<file path="src/rtl/divide_unit_pkg.sv">
// Shared divider constants: RISC-V M-extension divide op encodings and FSM states.
package divide_unit_pkg;

  localparam int unsigned DIV_WIDTH = 32;

  typedef enum logic [1:0] {
    OP_DIV  = 2'b00,
    OP_DIVU = 2'b01,
    OP_REM  = 2'b10,
    OP_REMU = 2'b11
  } div_op_e;

  typedef enum logic [1:0] {
    ST_IDLE   = 2'b00,
    ST_CALC   = 2'b01,
    ST_FINISH = 2'b10
  } div_state_e;

  function automatic logic op_is_signed(input div_op_e op);
    return ~op[0];
  endfunction

  function automatic logic op_is_rem(input div_op_e op);
    return op[1];
  endfunction

endpackage

</file>
<file path="src/rtl/divide_unit_step.sv">
// One restoring-division step: trial subtract of the divisor, restore on borrow.
module divide_step #(
  parameter int unsigned N = 32
) (
  input  logic [N:0]   part,
  input  logic [N-1:0] dvs,
  output logic [N-1:0] rem_next,
  output logic         qbit
);

  logic [N:0] trial;

  // part < 2*dvs, so the signed (N+1)-bit difference cannot overflow
  assign trial    = part - {1'b0, dvs};
  assign qbit     = ~trial[N];
  assign rem_next = qbit ? trial[N-1:0] : part[N-1:0];

endmodule

</file>
<file path="src/rtl/divide_unit.sv">
// Iterative restoring divider for DIV/DIVU/REM/REMU, fixed N+1 cycle latency.
module divide_unit
  import divide_unit_pkg::*;
#(
  parameter int unsigned N = DIV_WIDTH
) (
  input  logic         CLK,
  input  logic         RST,
  input  logic         START,
  input  logic [N-1:0] A,
  input  logic [N-1:0] B,
  input  logic [1:0]   OP,
  output logic         BUSY,
  output logic         DONE,
  output logic [N-1:0] RESULT
);

  localparam int unsigned CW = $clog2(N + 1);

  div_state_e    state_q, state_d;
  logic [CW-1:0] cnt_q;
  div_op_e       op_q;
  logic          quo_neg_q, rem_neg_q, bzero_q;
  logic [N-1:0]  rem_q, quo_q, dvs_q;

  div_op_e       op_c;
  logic          accept_c, sgn_c, a_neg_c, b_neg_c;
  logic [N-1:0]  a_mag_c, b_mag_c;
  logic [N:0]    part_c;
  logic [N-1:0]  step_rem_c, quo_fix_c, rem_fix_c, result_c;
  logic          step_qbit_c;

  // Operand capture: magnitudes and sign flags of the request
  assign op_c     = div_op_e'(OP);
  assign sgn_c    = op_is_signed(op_c);
  assign a_neg_c  = sgn_c & A[N-1];
  assign b_neg_c  = sgn_c & B[N-1];
  assign a_mag_c  = a_neg_c ? (N'(0) - A) : A;
  assign b_mag_c  = b_neg_c ? (N'(0) - B) : B;
  // BUSY still covers the DONE cycle, which is already spent in IDLE
  assign accept_c = (state_q == ST_IDLE) && !BUSY && START;

  assign part_c = {rem_q, quo_q[N-1]};

  divide_step #(.N(N)) u_step (
    .part     (part_c),
    .dvs      (dvs_q),
    .rem_next (step_rem_c),
    .qbit     (step_qbit_c)
  );

  // Sign fix-up; divide-by-zero quotient forced to all-ones for every op
  assign quo_fix_c = bzero_q   ? {N{1'b1}} :
                     quo_neg_q ? (N'(0) - quo_q) : quo_q;
  assign rem_fix_c = rem_neg_q ? (N'(0) - rem_q) : rem_q;
  assign result_c  = op_is_rem(op_q) ? rem_fix_c : quo_fix_c;

  always_comb begin
    state_d = state_q;
    case (state_q)
      ST_IDLE:   if (accept_c) state_d = ST_CALC;
      ST_CALC:   if (cnt_q == CW'(1)) state_d = ST_FINISH;
      ST_FINISH: state_d = ST_IDLE;
      default:   state_d = ST_IDLE;
    endcase
  end

  always_ff @(posedge CLK) begin
    if (RST) begin
      state_q   <= ST_IDLE;
      cnt_q     <= '0;
      op_q      <= OP_DIV;
      quo_neg_q <= 1'b0;
      rem_neg_q <= 1'b0;
      bzero_q   <= 1'b0;
      rem_q     <= '0;
      quo_q     <= '0;
      dvs_q     <= '0;
      BUSY      <= 1'b0;
      DONE      <= 1'b0;
      RESULT    <= '0;
    end else begin
      state_q <= state_d;
      DONE    <= 1'b0;
      case (state_q)
        ST_IDLE: begin
          if (accept_c) begin
            BUSY      <= 1'b1;
            op_q      <= op_c;
            quo_neg_q <= a_neg_c ^ b_neg_c;
            rem_neg_q <= a_neg_c;
            bzero_q   <= (B == '0);
            rem_q     <= '0;
            quo_q     <= a_mag_c;
            dvs_q     <= b_mag_c;
            cnt_q     <= CW'(N);
          end else if (DONE) begin
            BUSY <= 1'b0;
          end
        end
        ST_CALC: begin
          rem_q <= step_rem_c;
          quo_q <= {quo_q[N-2:0], step_qbit_c};
          cnt_q <= cnt_q - CW'(1);
        end
        ST_FINISH: begin
          DONE   <= 1'b1;
          RESULT <= result_c;
        end
        default: ;
      endcase
    end
  end

endmodule

</file>
<file path="config.mk">
export PLATFORM = sky130hd
export DESIGN_NAME = divide_unit
export DESIGN_NICKNAME = d
export VERILOG_FILES = /design/src/rtl/divide_unit_pkg.sv /design/src/rtl/divide_unit_step.sv /design/src/rtl/divide_unit.sv
export SDC_FILE = /design/constraint.sdc
export NUM_CORES = 1
export LEC_CHECK = 0
export BUFFER_PORTS_ARGS = -buffer_cell sky130_fd_sc_hd__buf_2
export CAP_MARGIN = 10
export CORE_ASPECT_RATIO = 1.2
export CORE_MARGIN = 2
export CORE_UTILIZATION = 40
export DETAILED_ROUTE_END_ITERATION = 10
export HOLD_SLACK_MARGIN = 0.1
export MAX_ROUTING_LAYER = met4
export PLACE_DENSITY = 0.59
export SETUP_SLACK_MARGIN = 0.2
export SLEW_MARGIN = 20
export SYNTH_ARGS = -nofsm -noshare
export SYNTH_HDL_FRONTEND = slang
export SYNTH_SLANG_ARGS = --single-unit
</file>
<file path="constraint.sdc">
create_clock -name CLK -period 3.1 [get_ports CLK]
set_input_delay 0.62 -clock CLK [delete_from_list [all_inputs] [get_ports CLK]]
set_output_delay 0.62 -clock CLK [all_outputs]
set_load 0.03 [all_outputs]
</file>
* Word level (Yosys, flattened, before mapping)
Index checks and enable logic that the tools add are counted.
** Word-level totals
- Flip-flop bits (word level) :: 143
- Bits of input ports :: 69
- Output and inout bits :: 34
- Logic and storage cells :: 58
** Operators by class
- $add $sub $neg :: 6
- Eq/ne operators :: 5
- Multiplexer cells :: 19
- Bitwise logic cells :: 5
- Reduce and logical (&&, ||, !) cells :: 11
** Operator list (number)
- $mux W32 :: 9
- $pmux W32 S2 :: 2
- $sub A1 B32 Y32 const A :: 4
- $sub A33 B32 Y33 :: 1
- $logic_not A32 Y1 :: 1
- $pmux W6 S2 :: 1
- $reduce_and A2 Y1 :: 4
- $eq A6 B1 Y1 const B :: 1
- $mux W6 :: 1
- $sub A6 B1 Y6 const B :: 1
- $mux W2 :: 2
- $ne A2 B2 Y1 const B :: 2
- $pmux W2 S2 :: 1
- $reduce_bool A2 Y1 :: 2
- $mux W1 :: 3
- $and A1 B1 Y1 :: 2
- $eq A2 B1 Y1 const B :: 1
- $eq A2 B2 Y1 const B :: 1
- $logic_and A1 B1 Y1 :: 2
- $logic_not A2 Y1 :: 1
- $not A1 Y1 :: 2
- $logic_not A1 Y1 :: 1
- $xor A1 B1 Y1 :: 1

* Longest topological paths before layout
- Depth in word-level cells :: 5
- Gate-level depth with buffers :: 13
- Mapped depth without buffers :: 12

* Hierarchy
From an unflattened synthesis, not the netlist that was laid out.
** Second synthesis, totals
- Cells, all modules :: 1291
- Area, all modules :: 10381.2 um2
** By module, submodules not included
- divide_unit :: times used 1, cells an instance 980, area an instance 8125.3 um2, seq. area each 2842.7 um2
- divide_step :: times used 1, cells an instance 311, area an instance 2255.9 um2, seq. area each 0.0 um2

* Worst setup path before layout
No wires, ideal clock.
- Path type :: register to register
- Start point :: register quo_q[31]
- End point :: register rem_q[16]
- Library setup time :: 129 ps
- Arrival :: 2714 ps
- Data required time :: 2971 ps
- Setup slack :: 257 ps
- Cell stages (with the launch flop) :: 14
- Path buffers :: 1
- Period minus slack after synthesis :: 2843 ps
- Path through :: dfxtp_1 inv_1 ha_1 fa_1 nor2b_1 o2111ai_1 nand2_1 a21oi_1 a21oi_1 a31oi_1 xnor2_2 buf_2 mux2i_1 o21ai_0
** On the way
- Word-level cells in the longest chain between the ends :: 3
** RTL lines
- from (decl) :: RTL line divide_unit.sv:24 : logic [N-1:0] rem_q, quo_q, dvs_q;
- from (signal assigned) :: RTL line divide_unit.sv:94 : quo_q <= a_mag_c;
- from (signal assigned) :: RTL line divide_unit.sv:103 : quo_q <= {quo_q[N-2:0], step_qbit_c};
- $sub A33 B32 Y33 :: RTL line divide_unit_step.sv:14 : assign trial = part - {1'b0, dvs};
- $mux W32 :: RTL line divide_unit_step.sv:16 : assign rem_next = qbit ? trial[N-1:0] : part[N-1:0];
- $pmux W32 S2 :: RTL line divide_unit.sv:85 : case (state_q)
- to (signal assigned) :: RTL line divide_unit.sv:102 : rem_q <= step_rem_c;
- to (decl) :: RTL line divide_unit.sv:24
Every way passes these cells.
A chain may end at the register's enable or synchronous reset.

* Worst setup path in the final report
- Start point :: register rem_q[9]
- End point :: register RESULT[31]
** On the way
- Word-level cells in the longest chain between the ends :: 3
** RTL lines
- $sub A1 B32 Y32 :: RTL line divide_unit.sv:55 : assign rem_fix_c = rem_neg_q ? (N'(0) - rem_q) : rem_q;
- $mux W32 :: RTL line divide_unit.sv:55
- $mux W32 :: RTL line divide_unit.sv:56 : assign result_c = op_is_rem(op_q) ? rem_fix_c : quo_fix_c;
- to (signal assigned) :: RTL line divide_unit.sv:108 : RESULT <= result_c;
- to (decl) :: RTL line divide_unit.sv:15 : output logic [N-1:0] RESULT
Every way passes these cells.

==> metrics.md <==
| Metric | Value |
|---|---|
| Core area | `24,500 um2` |
| Fin. max-slew vios | `0` |
| FF-to-FF End | `RESULT[31]` |
| Post-DP HPWL | `21,300 um` |
| Routability congestion estimate | `0.866` |
| Critical Path Sink Type | `flop` |
| Die Area | `26,000 um2` |
| Antenna viol nets, final | `0` |
| Row Count | `63` |
| Largest net degree at the start of global routing | `64` |
| Longest Clk Path Bufs | `2` |
| Post-synth EDFFs | `0` |
| Initial Util | `40.3%` |
| H-tree depth | `4` |
| Sw Ratio | `34.4%` |
| Max VDD drop | `between 0.3 and 0.4 mV` |
| RR Startpoint | `rem_q[9]` |
| Number of buffers and inverters on the critical path | `1` |
| Final min period | `2.83 ns` |
| Synth-to-layout area growth | `21.8%` |
| RSZ-0062 raised after global routing | `true` |
| Max cap viols | `0` |
| Clock skew | `0.0144 ns` |
| Inserted Clock Buffers | `17` |
| Worst path depth | `10` |
| Routed len/inst | `16.6 um` |
| CTS tree | `done` |
| Comb power frac | `34.1%` |
| Critical path type | `reg2reg` |
| Leak | `about 4.8 nW` |
| Worst-path fanout max | `4` |
| NetSw | `roughly 2.1 mW` |
| Avg Inst Size Synth | `~8 um2` |
| First drt pass iteration count | `5` |
| CTS sink count | `142` |
| Clk slew on worst S/H paths | `0.06 ns` |
| Die width | `147 um` |
| FFs w/ async S/R, synth | `0%` |
| R2r setup slk | `0.27 ns` |
| Final setup violation count | `0` |
| Most frequent cells in the layout | `dfxtp_1 (137), nand2_1 (133), a21oi_1 (117)` |
| Sum Neg Setup Slack | `0 ns` |
| Most frequent CP cell | `or4_4` |
| Via count | `9,612` |
| Achievable Freq | `around 350 MHz` |
| Worst setup startpoint | `rem_q[9]` |
| Internal power | `4.05 mW` |
| Worst Setup EP | `RESULT[31]` |
| Die height | `between 150 and 200 um` |
| Final Cycle Share | `91.4%` |
| Max_slew headroom | `25.1%` |
| Prevailing post-synth register cell | `dfxtp_1` |
| Reg2reg path depth | `10` |
| WL final | `28,600 um` |
| Routed vias/inst | `between 5 and 6` |
| Total gr overflow | `0` |
| Final net count | `1,497` |
| Worst path top cell family by delay | `simple AND/OR/NAND/NOR gates` |
| Vias in the first global route | `8,757` |
| Share of power burned in registers | `33.8%` |
| Syn nets | `approximately 1,400` |
| Worst slew pin tran | `1.12 ns` |
| DR iter-0 viols | `475` |
| Critical Path RT | `roughly 3.4 ns` |
| Hold crit path type | `reg2reg` |
| Worst path cell trace | `buf_6 > or4_4 > nor2_4 > nand4b_4 > or4_4 > o31ai_4 > xor2_1 > a221oi_2 > a21oi_1 > nor2_2` |
| Layout cell share with drive strength beyond 1 | `20.6%` |
| Total power | `6.17 mW` |
| CP Data Arrival Time | `3.14 ns` |
| # DRC | `0` |
| Ant diodes | `0` |
| Share of the yosys chip area belonging to registers | `28.8%` |
| Multi-input gate area | `6800 um2` |
| Final Hold Vio Count | `0` |
| #FFs+latches synth | `142` |
| Synth cell types | `70` |
| Clk_lat worst skew | `approximately 0.43 ns` |
| Status | `completed` |
| Clock power share | `32.1%` |
| Post-Syn Area | `slightly below 10,000 um2` |
| Synth Instances | `1,257` |
| Initial antenna violation count | `0` |
| First-pass GRT wire length | `~45,000 um` |
| # IOs | `103` |
| GRT Util Overall | `roughly 22%` |
| CTS root buffer | `clkbuf_16` |
| Slowest stage cell, crit path | `or4_4` |
| Startpoint types | `flop` |
| PwrDens | `512 nW/um2` |
| I/O Buffers | `102` |
| Most common cell after layout, fill and taps aside | `dfxtp_1` |
| Layout fillers | `2,418` |
| FF/Latch Area | `around 2800 um2` |
| Slowest stage delay, CP | `0.57 ns` |
| Synth Warn # | `0` |
power by group through the flow:
stage | clock network, mW | registers (mW) | logic [mW]
final | 1.98 | 2.09 | 2.10
after global routing | 2.10 | 2.10 | 2.31
after CTS | 2.02 | 2.08 | 1.91
after detailed placement | 0 | 2.12 | 1.88
after global placement | 0 | 2.12 | 1.87
after floorplan | 0 | 2.09 | 1.35
routing by layer:
metal	track usage (%)	wire, um	vias up
li1	-	-	4819
met1	28.3	12900	4587
met2	36.4	14300	178
met3	3.28	872	28
met4	6.45	516	0
met5	-	0	-
Yosys cell counts, types with 31 or more instances:
library cell,count,area share (%)
nor2_1,106,4.0
clkbuf_1,61,2.3
ha_1,38,4.8
a22oi_1,31,2.4
a221oi_1,31,2.7
xor2_1,85,7.5
nand2_1,133,5.1
a21oi_1,125,6.3
dfxtp_1,142,29
o21ai_0,77,3.9
inv_1,52,2.0
xnor2_1,58,5.1
worst reg2reg max path, cell delays in order, from the launching register on:
cell and delay (ns):
dfxtp_2 0.33, buf_6 0.13, or4_4 0.54, nor2_4 0.16, nand4b_4 0.12, or4_4 0.57, o31ai_4 0.25, xor2_1 0.26
a221oi_2 0.11, a21oi_1 0.21, nor2_2 0.04
area by class of cell:
class                      instances  share of cell area, %
clock inverter                    12                   1.03
clock buffer                      18                   3.57
inverter                          52                   1.62
multi-input combinational        988                   56.5
timing repair buffer             188                   10.2
tap                              325                   3.38
sequential                       142                   23.7
flip-flops by register name (all words and copies together) (netlist names), 2 cells and up:
signal / count
RESULT: 32
cnt_q: 6
dvs_q: 32
quo_q: 32
rem_q: 32
state_q: 2
kinds of logic after synthesis:
kind of cell | share of synthesized area [%]
and+or+nand+nor | 18.8
AOI/OAI and AO/OA | 27.0
DFF | 28.8
muxes | 2.65
adders and majority gates | 5.02
xor gates and xnor gates | 12.8
buffers and inverters | 4.92
metrics by stage:
stage | instance area [um2] | hold slack (ns) | instances | worst slack [ns] | utilization (%)
5_1_grt | 12000 | 0.472 | 1725 | 0.164 | 49.1
4_1_cts | 11700 | 0.438 | 1710 | 0.188 | 47.6
3_5_place_dp | 11100 | 0.436 | 1680 | -0.00284 | 45.2
6_report | 12000 | 0.455 | 1725 | 0.267 | 49.1
2_1_floorplan | 9870 | 0.432 | 1257 | 0.257 | -
3_3_place_gp | 11100 | 0.441 | 1680 | 0.0518 | 45.2
worst min-delay path by stage:
stage / from / endpoint / slack, ns / depth (start not counted)
after global routing: OP[1] / op_q[1] / 0.47 / 3
after global placement: RESULT[0] / RESULT[0] / 0.44 / 2
after floorplan: dvs_q[15] / dvs_q[15] / 0.43 / 2
after CTS: OP[1] / op_q[1] / 0.44 / 3
final: dvs_q[15] / dvs_q[15] / 0.46 / 2
after detailed placement: RESULT[30] / RESULT[30] / 0.44 / 1
what timing repair did:
action	in CTS	in global routing
gates resized for setup	6	56
setup endpoints to repair	34	40
endpoints found under the hold margin	0	0
pin swaps	2	12
setup buffers	0	12
hold buffers	0	0
cloned	0	3
Power figures use the tool's default switching activity.
